File: src/rtl/fp32_pkg.sv
// rtl/fp32_pkg.sv - shared IEEE-754 binary32 field widths, constants and classifier
//
// Purpose: common definitions for the FP32 arithmetic blocks.
// Contents: field widths, bias, canonical constants, unpack/classify function.
package fp32_pkg;

    localparam int SIGN_W = 1;
    localparam int EXP_W  = 8;
    localparam int MANT_W = 23;
    localparam int WORD_W = SIGN_W + EXP_W + MANT_W;
    localparam int BIAS   = 127;

    localparam logic [WORD_W-1:0] FP32_ZERO = 32'h0000_0000;
    localparam logic [WORD_W-1:0] FP32_QNAN = 32'h7FC0_0000;
    localparam logic [WORD_W-1:0] FP32_PINF = 32'h7F80_0000;

    typedef enum logic [1:0] {
        FP_ZERO,
        FP_NORMAL,
        FP_INF,
        FP_NAN
    } fp_class_e;

    typedef struct packed {
        logic              sign;
        logic [EXP_W-1:0]  exp;
        logic [MANT_W-1:0] mant;
        fp_class_e         cls;
    } fp32_unpacked_t;

    // Denormals (exp == 0) classify as zero, so callers get DAZ for free.
    function automatic fp32_unpacked_t fp32_unpack(input logic [WORD_W-1:0] x);
        fp32_unpacked_t u;
        u.sign = x[WORD_W-1];
        u.exp  = x[WORD_W-2:MANT_W];
        u.mant = x[MANT_W-1:0];
        if (u.exp == '0) begin
            u.cls = FP_ZERO;
        end else if (u.exp == '1) begin
            u.cls = (u.mant == '0) ? FP_INF : FP_NAN;
        end else begin
            u.cls = FP_NORMAL;
        end
        return u;
    endfunction

endpackage

File: src/rtl/fp32_mac_core.sv
// rtl/fp32_mac_core.sv - combinational FP32 multiply then add (two roundings, FTZ/DAZ)
//
// Purpose: next_acc = round(acc + round(a * b)), round-to-nearest-even, flush-to-zero.
// Ports:
//   a_i   in  32  multiplicand
//   b_i   in  32  multiplier
//   acc_i in  32  current accumulator
//   acc_o out 32  updated accumulator
module fp32_mac_core
    import fp32_pkg::*;
(
    input  logic [WORD_W-1:0] a_i,
    input  logic [WORD_W-1:0] b_i,
    input  logic [WORD_W-1:0] acc_i,
    output logic [WORD_W-1:0] acc_o
);

    // Round a normalised 24-bit significand, then resolve overflow/underflow.
    function automatic logic [WORD_W-1:0] round_pack(input logic sign,
                                                     input logic signed [9:0] exp_in,
                                                     input logic [23:0] sig,
                                                     input logic guard,
                                                     input logic sticky);
        logic [24:0]       rsig;
        logic signed [9:0] e;
        rsig = {1'b0, sig} + {24'd0, guard & (sticky | sig[0])};
        e    = exp_in;
        if (rsig[24]) begin
            rsig = rsig >> 1;
            e    = e + 10'sd1;
        end
        if (e >= 10'sd255) begin
            return {sign, FP32_PINF[WORD_W-2:0]};
        end else if (e <= 10'sd0) begin
            return {sign, 31'd0};
        end
        return {sign, e[7:0], rsig[22:0]};
    endfunction

    function automatic logic [4:0] lzc27(input logic [26:0] v);
        logic [4:0] n;
        n = 5'd27;
        for (int i = 0; i < 27; i++) begin
            if (v[i]) n = 5'(26 - i);
        end
        return n;
    endfunction

    // ---------------- multiplier stage ----------------
    fp32_unpacked_t    ua, ub;
    logic              p_sign;
    logic [47:0]       prod;
    logic signed [9:0] p_exp;
    logic [23:0]       p_sig;
    logic              p_guard, p_sticky;
    logic [WORD_W-1:0] prod_w;

    always_comb begin
        ua     = fp32_unpack(a_i);
        ub     = fp32_unpack(b_i);
        p_sign = ua.sign ^ ub.sign;
        prod   = {24'd0, 1'b1, ua.mant} * {24'd0, 1'b1, ub.mant};
        p_exp  = $signed({2'b00, ua.exp}) + $signed({2'b00, ub.exp}) - 10'(BIAS);
        // Product of two [1,2) significands lies in [1,4): at most one shift.
        if (prod[47]) begin
            p_sig    = prod[47:24];
            p_guard  = prod[23];
            p_sticky = |prod[22:0];
            p_exp    = p_exp + 10'sd1;
        end else begin
            p_sig    = prod[46:23];
            p_guard  = prod[22];
            p_sticky = |prod[21:0];
        end
        if (ua.cls == FP_NAN || ub.cls == FP_NAN ||
            (ua.cls == FP_INF && ub.cls == FP_ZERO) ||
            (ua.cls == FP_ZERO && ub.cls == FP_INF)) begin
            prod_w = FP32_QNAN;
        end else if (ua.cls == FP_INF || ub.cls == FP_INF) begin
            prod_w = {p_sign, FP32_PINF[WORD_W-2:0]};
        end else if (ua.cls == FP_ZERO || ub.cls == FP_ZERO) begin
            prod_w = {p_sign, 31'd0};
        end else begin
            prod_w = round_pack(p_sign, p_exp, p_sig, p_guard, p_sticky);
        end
    end

    // ---------------- adder stage ----------------
    fp32_unpacked_t    ux, uy, ubig, usml;
    logic              swap, eff_sub;
    logic [7:0]        exp_diff;
    logic [26:0]       big_ext, sml_ext, sml_al;
    logic [27:0]       sum;
    logic [26:0]       norm;
    logic [4:0]        lz;
    logic signed [9:0] s_exp;

    always_comb begin
        ux       = fp32_unpack(prod_w);
        uy       = fp32_unpack(acc_i);
        swap     = acc_i[WORD_W-2:0] > prod_w[WORD_W-2:0];
        ubig     = swap ? uy : ux;
        usml     = swap ? ux : uy;
        eff_sub  = ux.sign ^ uy.sign;
        exp_diff = ubig.exp - usml.exp;
        // Three extra bits below the LSB hold guard, round and sticky.
        big_ext  = {1'b1, ubig.mant, 3'b000};
        sml_ext  = {1'b1, usml.mant, 3'b000};
        if (exp_diff > 8'd26) begin
            sml_al = 27'd1;
        end else begin
            sml_al    = sml_ext >> exp_diff;
            sml_al[0] = sml_al[0] | (|(sml_ext & ~(27'h7FF_FFFF << exp_diff)));
        end
        sum   = eff_sub ? ({1'b0, big_ext} - {1'b0, sml_al})
                        : ({1'b0, big_ext} + {1'b0, sml_al});
        lz    = lzc27(sum[26:0]);
        norm  = sum[26:0] << lz;
        s_exp = $signed({2'b00, ubig.exp}) - $signed({5'd0, lz});
        if (sum[27]) begin
            norm  = {sum[27:2], sum[1] | sum[0]};
            s_exp = $signed({2'b00, ubig.exp}) + 10'sd1;
        end

        if (ux.cls == FP_NAN || uy.cls == FP_NAN) begin
            acc_o = FP32_QNAN;
        end else if (ux.cls == FP_INF && uy.cls == FP_INF) begin
            acc_o = (ux.sign == uy.sign) ? prod_w : FP32_QNAN;
        end else if (ux.cls == FP_INF) begin
            acc_o = prod_w;
        end else if (uy.cls == FP_INF) begin
            acc_o = acc_i;
        end else if (ux.cls == FP_ZERO && uy.cls == FP_ZERO) begin
            acc_o = {ux.sign & uy.sign, 31'd0};
        end else if (ux.cls == FP_ZERO) begin
            acc_o = acc_i;
        end else if (uy.cls == FP_ZERO) begin
            acc_o = prod_w;
        end else if (sum == 28'd0) begin
            acc_o = FP32_ZERO;
        end else begin
            acc_o = round_pack(ubig.sign, s_exp, norm[26:3], norm[2], norm[1] | norm[0]);
        end
    end

endmodule

File: src/rtl/fp32_p_element.sv
// rtl/fp32_p_element.sv - output-stationary FP32 systolic processing element
//
// Purpose: each clock, acc <= acc + IN_TOP * IN_LEFT; OUT is the acc register.
// Ports:
//   CLK     in  1   rising-edge clock
//   RST_N   in  1   synchronous reset, active-HIGH (1 = clear acc to +0.0)
//   IN_TOP  in  32  FP32 operand from the PE above
//   IN_LEFT in  32  FP32 operand from the PE to the left
//   OUT     out 32  FP32 accumulator
module fp32_p_element
    import fp32_pkg::*;
(
    input  logic              CLK,
    input  logic              RST_N,
    input  logic [WORD_W-1:0] IN_TOP,
    input  logic [WORD_W-1:0] IN_LEFT,
    output logic [WORD_W-1:0] OUT
);

    logic [WORD_W-1:0] acc_q;
    logic [WORD_W-1:0] acc_d;

    fp32_mac_core u_mac (
        .a_i   (IN_TOP),
        .b_i   (IN_LEFT),
        .acc_i (acc_q),
        .acc_o (acc_d)
    );

    // The name says _N but this reset is active-high.
    always_ff @(posedge CLK) begin
        if (RST_N) begin
            acc_q <= FP32_ZERO;
        end else begin
            acc_q <= acc_d;
        end
    end

    assign OUT = acc_q;

endmodule

File: config.mk
export PLATFORM = sky130hd
export DESIGN_NAME = fp32_p_element
export DESIGN_NICKNAME = d
export VERILOG_FILES = /design/src/rtl/fp32_pkg.sv /design/src/rtl/fp32_mac_core.sv /design/src/rtl/fp32_p_element.sv
export SDC_FILE = /design/constraint.sdc
export NUM_CORES = 2
export LEC_CHECK = 0
export CAP_MARGIN = 20
export CORE_MARGIN = 5
export CORE_UTILIZATION = 28
export CTS_BUF_LIST = sky130_fd_sc_hd__clkbuf_2 sky130_fd_sc_hd__clkbuf_4 sky130_fd_sc_hd__clkbuf_8
export CTS_CLUSTER_SIZE = 25
export DETAILED_ROUTE_END_ITERATION = 12
export MAX_ROUTING_LAYER = met4
export PLACE_DENSITY_LB_ADDON = 0.3
export SETUP_SLACK_MARGIN = 0.02
export SLEW_MARGIN = 20
export SYNTH_ARGS = -nofsm -noshare
export SYNTH_HDL_FRONTEND = slang
export SYNTH_SLANG_ARGS = --single-unit
File: constraint.sdc
create_clock -name CLK -period 48.9 [get_ports CLK]
set_input_delay 4.89 -clock CLK [delete_from_list [all_inputs] [get_ports CLK]]
set_output_delay 4.89 -clock CLK [all_outputs]
set_load 0.01 [all_outputs]
Word-level counts from Yosys, hierarchy flattened --
Cells that the tools add are included.
Word-level totals: flip-flop bits (word level) 32, input port bits 66, output and inout port bits 32, logic and storage cells 179
Cells by class: add/subtract/negate cells 12, multipliers 1, order comparisons 6, equality and inequality tests 17, shift-type cells 3, muxes and demuxes 97, bitwise logic cells 12, reductions and logical operators 29
Operator list (number):
- $mux 32 | 17
- $mux 10 | 15
- $logic_not 23->1 | 4
- $mux 5 | 16
- $mux 27 | 2
- $add 24x1->25 | 2
- $mul 24x24->48 | 1
- $mux 23 | 2
- $mux 34 | 1
- $mux 33 | 1
- $eq 8x8->1 const B | 4
- $logic_not 8->1 | 4
- $mux 4 | 8
- $gt 31x31->1 | 1
- $mux 31 | 1
- $add 10x2->10 const B | 3
- $add 27x27->28 | 1
- $logic_not 28->1 | 1
- $mux 28 | 1
- $sub 27x27->28 | 1
- $and 27x27->27 | 1
- $not 27->27 | 1
- $reduce_or 27->1 | 1
- $shl 27x5->27 | 1
- 28 further kinds | 87

Depth between registers and ports, before layout --
depth in word-level cells 96, depth in mapped cells 124, mapped depth without buffers 113

By module --
From an unflattened synthesis, not the netlist that was laid out.
Unflattened totals: cell total of the unflattened synthesis 4855, area total of the unflattened synthesis 36368.6 um2
By module, submodules not included:
- fp32_mac_core | times used 1, cells an instance 4788, area each 35505.3 um2, seq. area each 0.0 um2
- fp32_p_element | times used 1, cells an instance 67, area each 863.3 um2, seq. area each 640.6 um2

Worst setup path after synthesis --
No wires, ideal clock.
kind input to register, start input IN_LEFT[12], end register acc_q[18] (netlist: OUT[18]), library setup time 0.082 ns, data arrival time 27.754 ns, required time 48.818 ns, path slack 21.064 ns, cell stages on the path 110, buffers on the path 15, cell sequence clkbuf_1 clkbuf_1 nand2_1 fa_1 inv_1 fa_1 inv_1 fa_1 fa_1 inv_1 fa_1 fa_1 inv_1 fa_1 inv_1 ha_1 clkbuf_1 nand2_1 (+74 left out) clkbuf_1 ha_1 nor2b_1 o21ai_0 nand2b_1 a21o_1 a211oi_1 nor2_1 xnor2_1 or3_1 nand2b_1 nor4_2 a21boi_0 a2111oi_2 nand3_4 or2_1 buf_6 o221ai_1
Between the ends: word-level cells in the longest chain between the ends 92, elaborated cells on any way between the ends 146, those cells by class add/sub: 9; mul: 1; order compare: 6; eq/ne: 8; shift: 3; mux: 88; bitwise: 10; reduce/logical: 21
RTL lines:
- start, declared | RTL line fp32_p_element.sv:16 | input logic [WORD_W-1:0] IN_LEFT,
- $mul 24x24->48 | RTL line fp32_mac_core.sv:62 | prod = {24'd0, 1'b1, ua.mant} * {24'd0, 1'b1, ub.mant};
- $reduce_or 23->1 / $reduce_or 22->1 (equally long branches) | RTL line fp32_mac_core.sv:68, fp32_mac_core.sv:73
- $mux 1 | RTL line fp32_mac_core.sv:65 | if (prod[47]) begin
- $or 1x1->1 | RTL line fp32_mac_core.sv:26 | rsig = {1'b0, sig} + {24'd0, guard & (sticky | sig[0])};
- $and 1x1->1 | RTL line fp32_mac_core.sv:26
- $add 24x1->25 | RTL line fp32_mac_core.sv:26
- $mux 10 | RTL line fp32_mac_core.sv:28 | if (rsig[24]) begin
- $mux 10 | RTL line fp32_mac_core.sv:81 | end else if (ua.cls == FP_ZERO || ub.cls == FP_ZERO) begin
- (+76 left out)
- $mux 32 | RTL line fp32_mac_core.sv:37 | return {sign, e[7:0], rsig[22:0]};
- $mux 32 | RTL line fp32_mac_core.sv:139 | end else if (sum == 28'd0) begin
- $mux 32 | RTL line fp32_mac_core.sv:137 | end else if (uy.cls == FP_ZERO) begin
- $mux 32 | RTL line fp32_mac_core.sv:135 | end else if (ux.cls == FP_ZERO) begin
- $mux 32 | RTL line fp32_mac_core.sv:133 | end else if (ux.cls == FP_ZERO && uy.cls == FP_ZERO) begin
- $mux 32 | RTL line fp32_mac_core.sv:131 | end else if (uy.cls == FP_INF) begin
- $mux 32 | RTL line fp32_mac_core.sv:129 | end else if (ux.cls == FP_INF) begin
- $mux 32 | RTL line fp32_mac_core.sv:127 | end else if (ux.cls == FP_INF && uy.cls == FP_INF) begin
- end signal, assigned | RTL line fp32_p_element.sv:33 | acc_q <= FP32_ZERO;
- end signal, assigned | RTL line fp32_p_element.sv:35 | acc_q <= acc_d;
- end, declared | RTL line fp32_p_element.sv:20 | logic [WORD_W-1:0] acc_q;
Mark *: on every way between the ends. The rest lies on a longest branch, timed or not. The select of a mux whose other input is x is not followed. A chain may end at the register's enable or synchronous reset.

Worst setup path in the final report --
start input IN_TOP[7], end register acc_q[1] (netlist: OUT[1])
Between the ends: word-level cells in the longest chain between the ends 92, elaborated cells on any way between the ends 146, those cells by class add/sub: 9; mul: 1; order compare: 6; eq/ne: 8; shift: 3; mux: 88; bitwise: 10; reduce/logical: 21
RTL lines:
- start, declared | RTL line fp32_p_element.sv:15 | input logic [WORD_W-1:0] IN_TOP,
- $mul 24x24->48 | RTL line fp32_mac_core.sv:62
- $reduce_or 23->1 / $reduce_or 22->1 (equally long branches) | RTL line fp32_mac_core.sv:68, fp32_mac_core.sv:73
- $mux 1 | RTL line fp32_mac_core.sv:65
- $or 1x1->1 | RTL line fp32_mac_core.sv:26
- $and 1x1->1 | RTL line fp32_mac_core.sv:26
- $add 24x1->25 | RTL line fp32_mac_core.sv:26
- $mux 10 | RTL line fp32_mac_core.sv:28
- $mux 10 | RTL line fp32_mac_core.sv:81
- (+76 left out)
- $mux 32 | RTL line fp32_mac_core.sv:37
- $mux 32 | RTL line fp32_mac_core.sv:139
- $mux 32 | RTL line fp32_mac_core.sv:137
- $mux 32 | RTL line fp32_mac_core.sv:135
- $mux 32 | RTL line fp32_mac_core.sv:133
- $mux 32 | RTL line fp32_mac_core.sv:131
- $mux 32 | RTL line fp32_mac_core.sv:129
- $mux 32 | RTL line fp32_mac_core.sv:127
Marks and branches as above.

==> flow_metrics.py <==
metrics = {
    "outcome": {
        "status": "completed",
    },
    "finish": {
        "synthToLayoutAreaGrowth_pct": 7.72,
        "largest_register_ffs": 32,
        "fin_nets": 5510,
        "final_cells": 6338,
        "drive_above_1_share": 0.0501,
        "layout_common_cells": "inv_1, nand2_1, fa_1",
        "final_common_cell": "inv_1",
    },
    "critical_path": {
        "critPathKind": "in2reg",
        "crit_fanout": 44,
        "r2r_slack_ns": 31.29,
        "reg2reg_depth": 69,
        "crit_slowest_cell": "clkdlybuf4s50_1",
        "worst_ep_arrival_time_ns": 33.74,
        "r2r_end": "OUT[1]",
        "crit_path_end_kind": "register",
        "slowest_delay_ns": 0.96,
        "cpMostUsedCell": "inv_1",
        "crit_required_ns": 49.09,
        "start_kind": "primary input",
        "r2r-start": "OUT[24]",
    },
    "timing": {
        "setup_violations": 0,
        "hold_violations": 0,
        "rsz0062_at_grt": "false",
        "worst_pin_slew_ns": 1.18,
        "max_freq_ghz": 0.0298,
        "slew_viol_final": 0,
        "fin_setup_tns_ns": 0,
        "worst_hold_slack_ns": 0.633,
        "finClkSkew_ns": 0.00626,
        "setup_ws_ns": 15.35,
        "period_minus_slack_ns": 33.55,
        "finalCritPeriodShare": 0.686,
        "relSlewSlack": 0.211,
    },
    "yosys": {
        "syn-cell-area_sq_mm": 0.0356,
        "synth-seq-area-share": 0.0180,
        "synth.avg_cell_area_sq_um": 7.51,
        "ys_types": 132,
        "syn_nets": 5568,
        "async_flop_share": 0,
        "yosys_most_used_dff": "dfxtp_1",
        "synth-seq-cells": 32,
        "synth-edff-count": 0,
        "syn_inst": 4744,
        "synth_warnings": 0,
    },
    "cts": {
        "cts_buffers": 5,
        "clk_pin_slew_ns": 0.07,
        "cts_resized": 0,
        "postCtsSetupRepairBufs": 0,
        "clk_path_buf_depth": 2,
        "cts_hold_buf": 0,
        "htree_levels": 2,
        "root_buffer": "clkbuf_8",
        "cts.sinks": 32,
        "cts_tree": "done",
        "clk_latency_ns": 0.28,
    },
    "die": {
        "io_pins": 98,
        "core_area_sq_mm": 0.126,
        "initial_core_util": 0.283,
        "rows": 130,
        "die_h_um": 367,
        "die_area_sq_mm": 0.134,
        "dieWidth_um": 367,
    },
    "routing": {
        "drc": 0,
        "num_vias": 35500,
        "dr.pass1.iters": 6,
        "drt-total-wl_um": 139000,
        "initialDrtViolationCount": 3534,
        "via_per_inst": 5.60,
        "ant_nets": 0,
        "routedWlPerCell_um": 21.9,
    },
    "hold_path": {
        "min_path_cells": 2,
        "min_from": "OUT[28]",
        "min_to": "OUT[28]",
        "hold_class": "reg2reg",
    },
    "grt": {
        "grt.overflow.total": 0,
        "grt_antenna_before_repair": 2,
        "track_usage": 0.206,
        "grt_max_degree": 62,
        "grt_pass1_wl_um": 213000,
        "grt_pass1_vias": 34500,
    },
    "placed_design": {
        "routabilityCongestion": 0.971,
        "dp_hpwl_um": 110000,
        "dpl_worst_slack_ns": 15.93,
        "dp_cells": 6329,
        "portBuffers": 97,
    },
    "job": {
        "max_cap_viol_count": 0,
    },
}
## kinds of logic after synthesis
kind of cell               share of synthesized area
adders and majority gates                      0.368
buffers and inverters                          0.101
muxes                                         0.0234
DFF                                           0.0180
xor gates and xnor gates                      0.0348
and+or+nand+nor                                0.247
AOI/OAI and AO/OA                              0.207
## worst max-delay path, delay by kind of cell
kind                     cells  cell delay (ns)
adder cells (fa/ha/maj)     14             5.35
multiplexers                 2             0.53
buffers and inverters       14             2.90
AND/OR/NAND/NOR             30             8.80
AO/OA/AOI/OAI               46            10.71
XOR/XNOR                     2             0.47
## metal layers
metal,track usage,wire length [um],vias up
li1,-,-,16000
met2,0.320,61600,1489
met4,0.0355,3180,0
met1,0.293,63800,17800
met3,0.0221,10400,205
met5,-,0,-
## metrics by stage
stage	utilization	area (sq um)
floorplan	-	35600
global placement	0.304	38300
detailed placement	0.304	38300
CTS	0.304	38400
global route	0.304	38400
finish	0.304	38400
## cell type report
type | count | area (sq um)
multi-input combinational | 3780 | 31400
clock buffer | 8 | 97.6
sequential | 32 | 641
tap | 1650 | 2060
inverter | 689 | 2590
antenna | 1 | 2.50
timing repair buffer | 178 | 1570
fill | 13700 | 87700
## how the worst max path moves through the flow
stage           startpoint      end  slack [ns]  cells past startpoint
6_report         IN_TOP[7]   OUT[1]       15.35                    108
4_1_cts         IN_LEFT[2]   OUT[1]       16.03                    106
2_1_floorplan  IN_LEFT[12]  OUT[18]       21.06                    110
5_1_grt         IN_LEFT[2]  OUT[11]       13.31                    106
3_5_place_dp    IN_LEFT[2]   OUT[1]       15.93                    106
3_3_place_gp    IN_LEFT[2]  OUT[11]       16.45                    106
## Yosys cell counts, drive strengths merged, types with 33 or more instances
cell type,instances,area share
inv,685,0.072
nand2,606,0.064
fa,485,0.27
nor2,341,0.036
and2,284,0.050
ha,273,0.096
a21oi,237,0.034
o21ai,208,0.030
clkbuf,181,0.019
nor3,107,0.016
nand3,93,0.014
xnor2,90,0.022
nand4,70,0.013
buf,62,0.0097
o211ai,60,0.013
nor4,58,0.012
a21o,53,0.011
mux2i,53,0.015
a211oi,50,0.011
xor2,50,0.013
o21a,36,0.0078
and3,33,0.0058
o31ai,33,0.0074
Power is left out: the tool's default activity adds up to more than one toggle a clock period on the data nets, which glitch-free logic cannot reach.
